===== src/rtl/tpu_sram_pkg.sv =====
// Shared constants and types for the activation/weight SRAM row reader.
package tpu_sram_pkg;

  localparam int DEF_WIDTH = 512;
  localparam int DEF_DEPTH = 64;
  localparam int DEF_AW    = 6;

  typedef enum logic [1:0] {
    IDLE,
    RUN,
    FLUSH
  } rd_state_e;

  typedef struct packed {
    logic [DEF_WIDTH-1:0] data;
    logic [DEF_AW-1:0]    idx;
    logic                 last;
  } beat_t;

endpackage


===== src/rtl/sram_row_reader_if.sv =====
// SRAM read port plus the outgoing row stream of the row reader.
interface sram_row_reader_if
  import tpu_sram_pkg::*;
#(
  parameter int WIDTH = DEF_WIDTH,
  parameter int AW    = DEF_AW
);

  logic             sram_csb;
  logic             sram_wsb;
  logic [AW-1:0]    sram_raddr;
  logic [WIDTH-1:0] sram_rdata;

  logic             out_valid;
  logic             out_ready;
  logic [WIDTH-1:0] out_data;
  logic [AW-1:0]    out_idx;
  logic             out_last;

  modport master (
    output sram_csb, sram_wsb, sram_raddr,
    input  sram_rdata,
    output out_valid, out_data, out_idx, out_last,
    input  out_ready
  );

  modport slave (
    input  sram_csb, sram_wsb, sram_raddr,
    output sram_rdata,
    input  out_valid, out_data, out_idx, out_last,
    output out_ready
  );

endinterface


===== src/rtl/sram_rd_fifo2.sv =====
// Two-entry first-word-fall-through FIFO of tagged SRAM rows.
module sram_rd_fifo2
  import tpu_sram_pkg::*;
(
  input  logic       clk,
  input  logic       rst,
  input  logic       push_i,
  input  beat_t      push_beat_i,
  input  logic       pop_i,
  output beat_t      head_o,
  output logic       valid_o,
  output logic [1:0] count_o
);

  beat_t      mem_q [2];
  logic       wr_ptr_q, wr_ptr_d;
  logic       rd_ptr_q, rd_ptr_d;
  logic [1:0] count_q, count_d;
  logic       do_pop;

  assign valid_o = (count_q != 2'd0);
  assign do_pop  = pop_i & valid_o;
  assign count_o = count_q;

  always_comb begin
    wr_ptr_d = wr_ptr_q ^ push_i;
    rd_ptr_d = rd_ptr_q ^ do_pop;
    count_d  = count_q + {1'b0, push_i} - {1'b0, do_pop};
  end

  always_ff @(posedge clk) begin
    if (rst) begin
      wr_ptr_q <= 1'b0;
      rd_ptr_q <= 1'b0;
      count_q  <= 2'd0;
    end else begin
      wr_ptr_q <= wr_ptr_d;
      rd_ptr_q <= rd_ptr_d;
      count_q  <= count_d;
    end
  end

  // Storage is left unreset; the head is forced to zero whenever the FIFO is empty.
  always_ff @(posedge clk) begin
    if (push_i) begin
      mem_q[wr_ptr_q] <= push_beat_i;
    end
  end

  assign head_o = valid_o ? mem_q[rd_ptr_q] : '0;

endmodule


===== src/rtl/sram_row_reader.sv =====
// Burst read engine: streams row_count SRAM rows from base_addr onto a valid/ready stream.
module sram_row_reader
  import tpu_sram_pkg::*;
#(
  parameter int WIDTH = DEF_WIDTH,
  parameter int DEPTH = DEF_DEPTH,
  parameter int AW    = DEF_AW
)(
  input  logic              clk,
  input  logic              rst,
  input  logic              start,
  input  logic [AW-1:0]     base_addr,
  input  logic [AW:0]       row_count,
  output logic              busy,
  output logic              done,
  sram_row_reader_if.master bus
);

  localparam logic [AW:0] DEPTH_L = (AW+1)'(DEPTH);

  rd_state_e        state_q, state_d;
  logic [AW-1:0]    base_q, base_d;
  logic [AW:0]      total_q, total_d;
  logic [AW:0]      issued_q, issued_d;
  logic             inflight_q, inflight_d;
  logic [AW-1:0]    infl_idx_q, infl_idx_d;
  logic             infl_last_q, infl_last_d;
  logic             done_q, done_d;

  logic [AW:0]      count_sat;
  logic [AW:0]      issued_inc;
  logic [2:0]       occupancy;
  logic             pop;
  logic             issue;
  logic [WIDTH-1:0] rdata;
  beat_t            push_beat;
  beat_t            head;
  logic             head_valid;
  logic [1:0]       fifo_count;

  assign count_sat  = (row_count > DEPTH_L) ? DEPTH_L : row_count;
  assign issued_inc = issued_q + {{AW{1'b0}}, 1'b1};
  assign pop        = head_valid & bus.out_ready;

  // Credit: buffered rows plus the one in flight, less the one leaving, must leave room.
  assign occupancy  = {1'b0, fifo_count} + {2'b00, inflight_q};
  assign issue      = (state_q == RUN) && (occupancy < (3'd2 + {2'b00, pop}));

  assign rdata      = bus.sram_rdata;
  assign push_beat  = '{data: rdata, idx: infl_idx_q, last: infl_last_q};

  sram_rd_fifo2 u_fifo (
    .clk         (clk),
    .rst         (rst),
    .push_i      (inflight_q),
    .push_beat_i (push_beat),
    .pop_i       (pop),
    .head_o      (head),
    .valid_o     (head_valid),
    .count_o     (fifo_count)
  );

  always_comb begin
    state_d     = state_q;
    base_d      = base_q;
    total_d     = total_q;
    issued_d    = issued_q;
    done_d      = 1'b0;
    inflight_d  = issue;
    infl_idx_d  = issued_q[AW-1:0];
    infl_last_d = (issued_inc == total_q);

    case (state_q)
      IDLE: begin
        if (start) begin
          if (count_sat == '0) begin
            done_d = 1'b1;
          end else begin
            base_d   = base_addr;
            total_d  = count_sat;
            issued_d = '0;
            state_d  = RUN;
          end
        end
      end
      RUN: begin
        if (issue) begin
          issued_d = issued_inc;
          if (issued_inc == total_q) begin
            state_d = FLUSH;
          end
        end
      end
      FLUSH: begin
        if (pop && head.last) begin
          state_d = IDLE;
          done_d  = 1'b1;
        end
      end
      default: state_d = IDLE;
    endcase
  end

  always_ff @(posedge clk) begin
    if (rst) begin
      state_q     <= IDLE;
      base_q      <= '0;
      total_q     <= '0;
      issued_q    <= '0;
      inflight_q  <= 1'b0;
      infl_idx_q  <= '0;
      infl_last_q <= 1'b0;
      done_q      <= 1'b0;
    end else begin
      state_q     <= state_d;
      base_q      <= base_d;
      total_q     <= total_d;
      issued_q    <= issued_d;
      inflight_q  <= inflight_d;
      infl_idx_q  <= infl_idx_d;
      infl_last_q <= infl_last_d;
      done_q      <= done_d;
    end
  end

  // Address wraps naturally at DEPTH because it is only AW bits wide.
  assign bus.sram_raddr = base_q + issued_q[AW-1:0];
  assign bus.sram_csb   = ~issue;
  assign bus.sram_wsb   = 1'b1;

  assign bus.out_valid  = head_valid;
  assign bus.out_data   = head.data;
  assign bus.out_idx    = head.idx;
  assign bus.out_last   = head.last;

  assign busy = (state_q != IDLE);
  assign done = done_q;

endmodule


===== src/flat_wrapper.sv =====
// flat-port wrapper written by rule: the top's interface ports become plain ports
module sram_row_reader_flat import tpu_sram_pkg::*;
#(
  parameter int WIDTH = DEF_WIDTH,
  parameter int DEPTH = DEF_DEPTH,
  parameter int AW    = DEF_AW
)
  (clk, rst, start, base_addr, row_count, busy, done, bus_sram_csb, bus_sram_wsb, bus_sram_raddr, bus_sram_rdata, bus_out_valid, bus_out_data, bus_out_idx, bus_out_last, bus_out_ready);
  sram_row_reader_if #(.WIDTH(WIDTH), .AW(AW)) bus_i ();
  input  logic clk;
  input  logic rst;
  input  logic start;
  input  logic [AW-1:0] base_addr;
  input  logic [AW:0] row_count;
  output logic busy;
  output logic done;
  output wire logic [$bits(bus_i.sram_csb)-1:0] bus_sram_csb;
  output wire logic [$bits(bus_i.sram_wsb)-1:0] bus_sram_wsb;
  output wire logic [$bits(bus_i.sram_raddr)-1:0] bus_sram_raddr;
  input wire logic [$bits(bus_i.sram_rdata)-1:0] bus_sram_rdata;
  output wire logic [$bits(bus_i.out_valid)-1:0] bus_out_valid;
  output wire logic [$bits(bus_i.out_data)-1:0] bus_out_data;
  output wire logic [$bits(bus_i.out_idx)-1:0] bus_out_idx;
  output wire logic [$bits(bus_i.out_last)-1:0] bus_out_last;
  input wire logic [$bits(bus_i.out_ready)-1:0] bus_out_ready;
  assign bus_sram_csb = bus_i.sram_csb;
  assign bus_sram_wsb = bus_i.sram_wsb;
  assign bus_sram_raddr = bus_i.sram_raddr;
  assign bus_i.sram_rdata = bus_sram_rdata;
  assign bus_out_valid = bus_i.out_valid;
  assign bus_out_data = bus_i.out_data;
  assign bus_out_idx = bus_i.out_idx;
  assign bus_out_last = bus_i.out_last;
  assign bus_i.out_ready = bus_out_ready;
  sram_row_reader #(.WIDTH(WIDTH), .DEPTH(DEPTH), .AW(AW)) u_core (.clk(clk), .rst(rst), .start(start), .base_addr(base_addr), .row_count(row_count), .busy(busy), .done(done), .bus(bus_i));
endmodule

===== config.mk =====
export PLATFORM = sky130hd
export DESIGN_NAME = sram_row_reader_flat
export DESIGN_NICKNAME = d
export VERILOG_FILES = /design/src/rtl/tpu_sram_pkg.sv /design/src/rtl/sram_row_reader_if.sv /design/src/rtl/sram_rd_fifo2.sv /design/src/rtl/sram_row_reader.sv /design/src/flat_wrapper.sv
export SDC_FILE = /design/constraint.sdc
export NUM_CORES = 1
export LEC_CHECK = 0
export ABC_AREA = 1
export CAP_MARGIN = 10
export CORE_AREA = 4 4 406 408
export CTS_BUF_LIST = sky130_fd_sc_hd__clkbuf_16
export CTS_CLUSTER_DIAMETER = 60
export DETAILED_ROUTE_END_ITERATION = 6
export DIE_AREA = 0 0 410 412
export DONT_BUFFER_PORTS = 1
export GPL_TIMING_DRIVEN = 0
export HOLD_SLACK_MARGIN = 0.03
export SLEW_MARGIN = 20
export SYNTH_ARGS = -nofsm -noshare
export SYNTH_HDL_FRONTEND = slang
export SYNTH_SLANG_ARGS = --single-unit

===== constraint.sdc =====
create_clock -name clk -period 16.4 [get_ports clk]
set_input_delay 3.28 -clock clk [delete_from_list [all_inputs] [get_ports clk]]
set_output_delay 3.28 -clock clk [all_outputs]
set_load 0.03 [all_outputs]

==> impl_metrics.py <==
metrics = {
    "sta": {
        "finalMaxSlewViolations": 0,
        "period_share": 0.428,
        "hold_viol": 0,
        "clock_skew_ps": 39.5,
        "period_needed_ps": 7020,
        "slew_headroom": 0.172,
        "finalSetupViolations": 0,
        "worst_slew_pin_slew_ps": 1250,
        "max_freq_ghz": 0.143,
        "rsz0062_at_grt": "no",
    },
    "yosys": {
        "synth_top_cells_by_count": "nand2_1 (1084), edfxtp_1 (1038), a21oi_1 (531), buf_2 (79), clkbuf_1 (71)",
        "synth_ff_type": "edfxtp_1",
        "ys_seq_area_frac": 0.791,
        "synth_warnings": 0,
        "synth_top_area_share": 0.774,
        "synthTopCellsByArea": "edfxtp_1 (77%), nand2_1 (10%), a21oi_1 (6.6%), dfxtp_1 (1.7%), buf_2 (0.98%)",
        "syn-num-nets": 3552,
        "synthCells": 3010,
        "synth_edf_count": 1038,
        "synth_cell_types": 38,
        "syn-cell-area_sq_um": 40300,
        "synth-async-reset-ratio": 0,
        "avgSynthCellArea_sq_um": 13.4,
        "yosysMostFrequentCell": "nand2_1",
        "synth.largest_area_cell": "edfxtp_1",
        "ys_seq_elements": 1073,
    },
    "final_layout": {
        "syn_to_final_growth_pct": 18.5,
        "fillers": 16200,
        "layout-drive-gt1-share": 0.106,
        "final_util": 0.295,
        "layout.nets": 3694,
        "stdcell_area_sq_um": 47700,
    },
    "detailed_routing": {
        "routed_wl_microns": 146000,
        "avgViaCountPerCell": 4.49,
        "drc": 0,
        "wire_per_inst_microns": 26.6,
        "antenna_left": 0,
        "drt_iter0_drc": 2452,
        "vias": 24500,
        "dr.pass1.iters": 5,
    },
    "worst_setup_path": {
        "cp_common_cell": "nand2_1",
        "cpMaxStageDelayCell": "inv_2",
        "reg2reg_setup_slack_ps": 13330,
        "reg2regPathDepth": 7,
        "cp_max_fo": 3,
        "end_kind": "output pin",
        "reg2reg_from": "u_core.inflight_q",
        "slowest_delay_ps": 130,
        "worst_ep_arrival_time_ps": 3740,
        "r2r-end": "u_core.u_fifo.mem_q[1][203]",
        "crit_chain": "nand3_1, nand2_1, nand2_1, nor2_1, inv_2",
        "cp.buffers_inverters": 1,
        "cpLargestDelayFamily": "simple AND/OR/NAND/NOR gates",
        "crit_type": "input pin to output pin",
        "start_kind": "input pin",
        "worstPathRequired_ps": 13120,
    },
    "cts": {
        "clock_insertion_delay_worst_skew_ps": 750,
        "cts_made_buffers": 116,
        "holdBufCountCts": 0,
        "cts_setup_buffers": 0,
        "cts_tree": "yes",
        "clock_sinks": 1073,
        "cts-root-buf": "clkbuf_16",
        "cts_resized": 0,
        "clk_pin_slew_worst_paths_ps": 60,
        "clockBufferDepth": 3,
        "htreeDepth": 3,
    },
    "global_route": {
        "grt_usage": 0.163,
        "grt_max_degree": 51,
        "antenna_found_initial": 60,
        "grt_pass1_wl_microns": 191000,
        "grt-ovfl-total": 0,
        "grt_pass1_vias": 23300,
    },
    "die": {
        "die_w_microns": 410,
        "coreArea_sq_um": 162000,
        "die_area_sq_um": 169000,
        "start_util": 0.249,
        "io_pins": 1059,
        "die_h_microns": 412,
        "num_rows": 148,
    },
    "hold_path": {
        "hold_class": "register to register",
        "worstHoldEndpoint": "u_core.u_fifo.mem_q[1][4]",
        "worstHoldStart": "u_core.infl_idx_q[3]",
        "whs_path_depth": 0,
    },
    "pwr": {
        "p_leak_nw": 15.8,
        "ir_worst_vdd_mv": 0.127,
        "power_density_nw_per_um2": 190,
    },
    "job": {
        "cap_violations": 0,
    },
    "placement": {
        "numPortBuffers": 0,
        "routabilityCongestion": 0.898,
        "post_dp_cell_area_sq_um": 43700,
        "hpwl_microns": 112000,
    },
    "outcome": {
        "status": "finished, final reports clean",
    },
}
==> how the worst max path moves through the flow <==
stage / depth (start not counted) / startpoint / slack (ps) / end
floorplan: 2 / u_core.u_fifo.wr_ptr_q / 3260 / u_core.u_fifo.mem_q[0][0]
global placement: 2 / u_core.u_fifo.wr_ptr_q / -4310 / u_core.u_fifo.mem_q[0][448]
detailed placement: 5 / bus_out_ready / 9380 / bus_sram_csb
CTS: 5 / u_core.u_fifo.rd_ptr_q / 9250 / bus_out_data[226]
global route: 5 / u_core.u_fifo.rd_ptr_q / 9230 / bus_out_data[226]
finish: 5 / bus_out_ready / 9380 / bus_sram_csb
==> area by class of cell <==
class,instances,area [sq um],share of cell area
diodes,43,108,0.00226
repair buffers,24,593,0.0124
clock buffers,116,2900,0.0608
flip-flops and latches,1073,31900,0.668
multi-input cells,1725,7690,0.161
plain buffers,177,786,0.0165
well taps,2175,2720,0.0570
inverters,35,131,0.00275
clock inverters,100,903,0.0189
==> flip-flops by register name, summed over array words and instances (netlist names) <==
register / flops
u_core.infl_idx_q: 6
u_core.u_fifo.rd_ptr_q: 1
u_core.inflight_q: 1
u_core.u_fifo.wr_ptr_q: 1
u_core.infl_last_q: 1
u_core.total_q: 7
u_core.done: 1
u_core.issued_q: 7
u_core.base_q: 6
u_core.state_q: 2
u_core.u_fifo.mem_q: 1038
u_core.u_fifo.count_o: 2
==> cell usage in the layout, fill, tap and decap left out, drive strengths merged, types with 3 or more instances in the layout <==
cell	n
clkbuf	187
xnor2	3
diode	43
dfxtp	35
bufinv	10
nand3	16
ha	12
o21ai	17
nand2	1089
clkinv	51
xor2	5
a21oi	533
clkinvlp	6
edfxtp	1038
buf	130
inv	68
nor2	35
nand3b	3
==> stage by stage <==
stage | power [mW] | setup WS, ps | cells | hold slack [ps] | TNS [ps]
2_1_floorplan | 5.62 | 3260 | 3010 | 404 | 0
3_3_place_gp | 6.70 | -4310 | 5185 | 405 | -4174890
3_5_place_dp | 6.61 | 9380 | 5209 | 413 | 0
4_1_cts | 9.19 | 9250 | 5425 | 427 | 0
5_1_grt | 9.46 | 9230 | 5451 | 439 | 0
6_report | 9.09 | 9380 | 5468 | 427 | 0
==> cells by family after synthesis <==
family,after synthesis,synth area share
adders and majority gates,13,0.00423
xor gates and xnor gates,8,0.00174
and+or+nand+nor,1147,0.110
DFF,1073,0.791
AOI/OAI and AO/OA,556,0.0700
buffers and inverters,212,0.0228
other,1,0.0000931
==> report_power, final <==
| group | internal, mW | switching, mW |
|---|---|---|
| Sequential | 3.18 | 0.0365 |
| Combinational | 0.392 | 2.90 |
| Clock | 1.46 | 1.12 |
| Total | 5.03 | 4.06 |
==> metal layers <==
metal | wire length (microns) | track usage
met2 | 72700 | 0.276
met5 | 54 | 0
met1 | 48700 | 0.168
met4 | 4760 | 0.0652
met3 | 19300 | 0.0888
(Power assumes the default switching activity.)
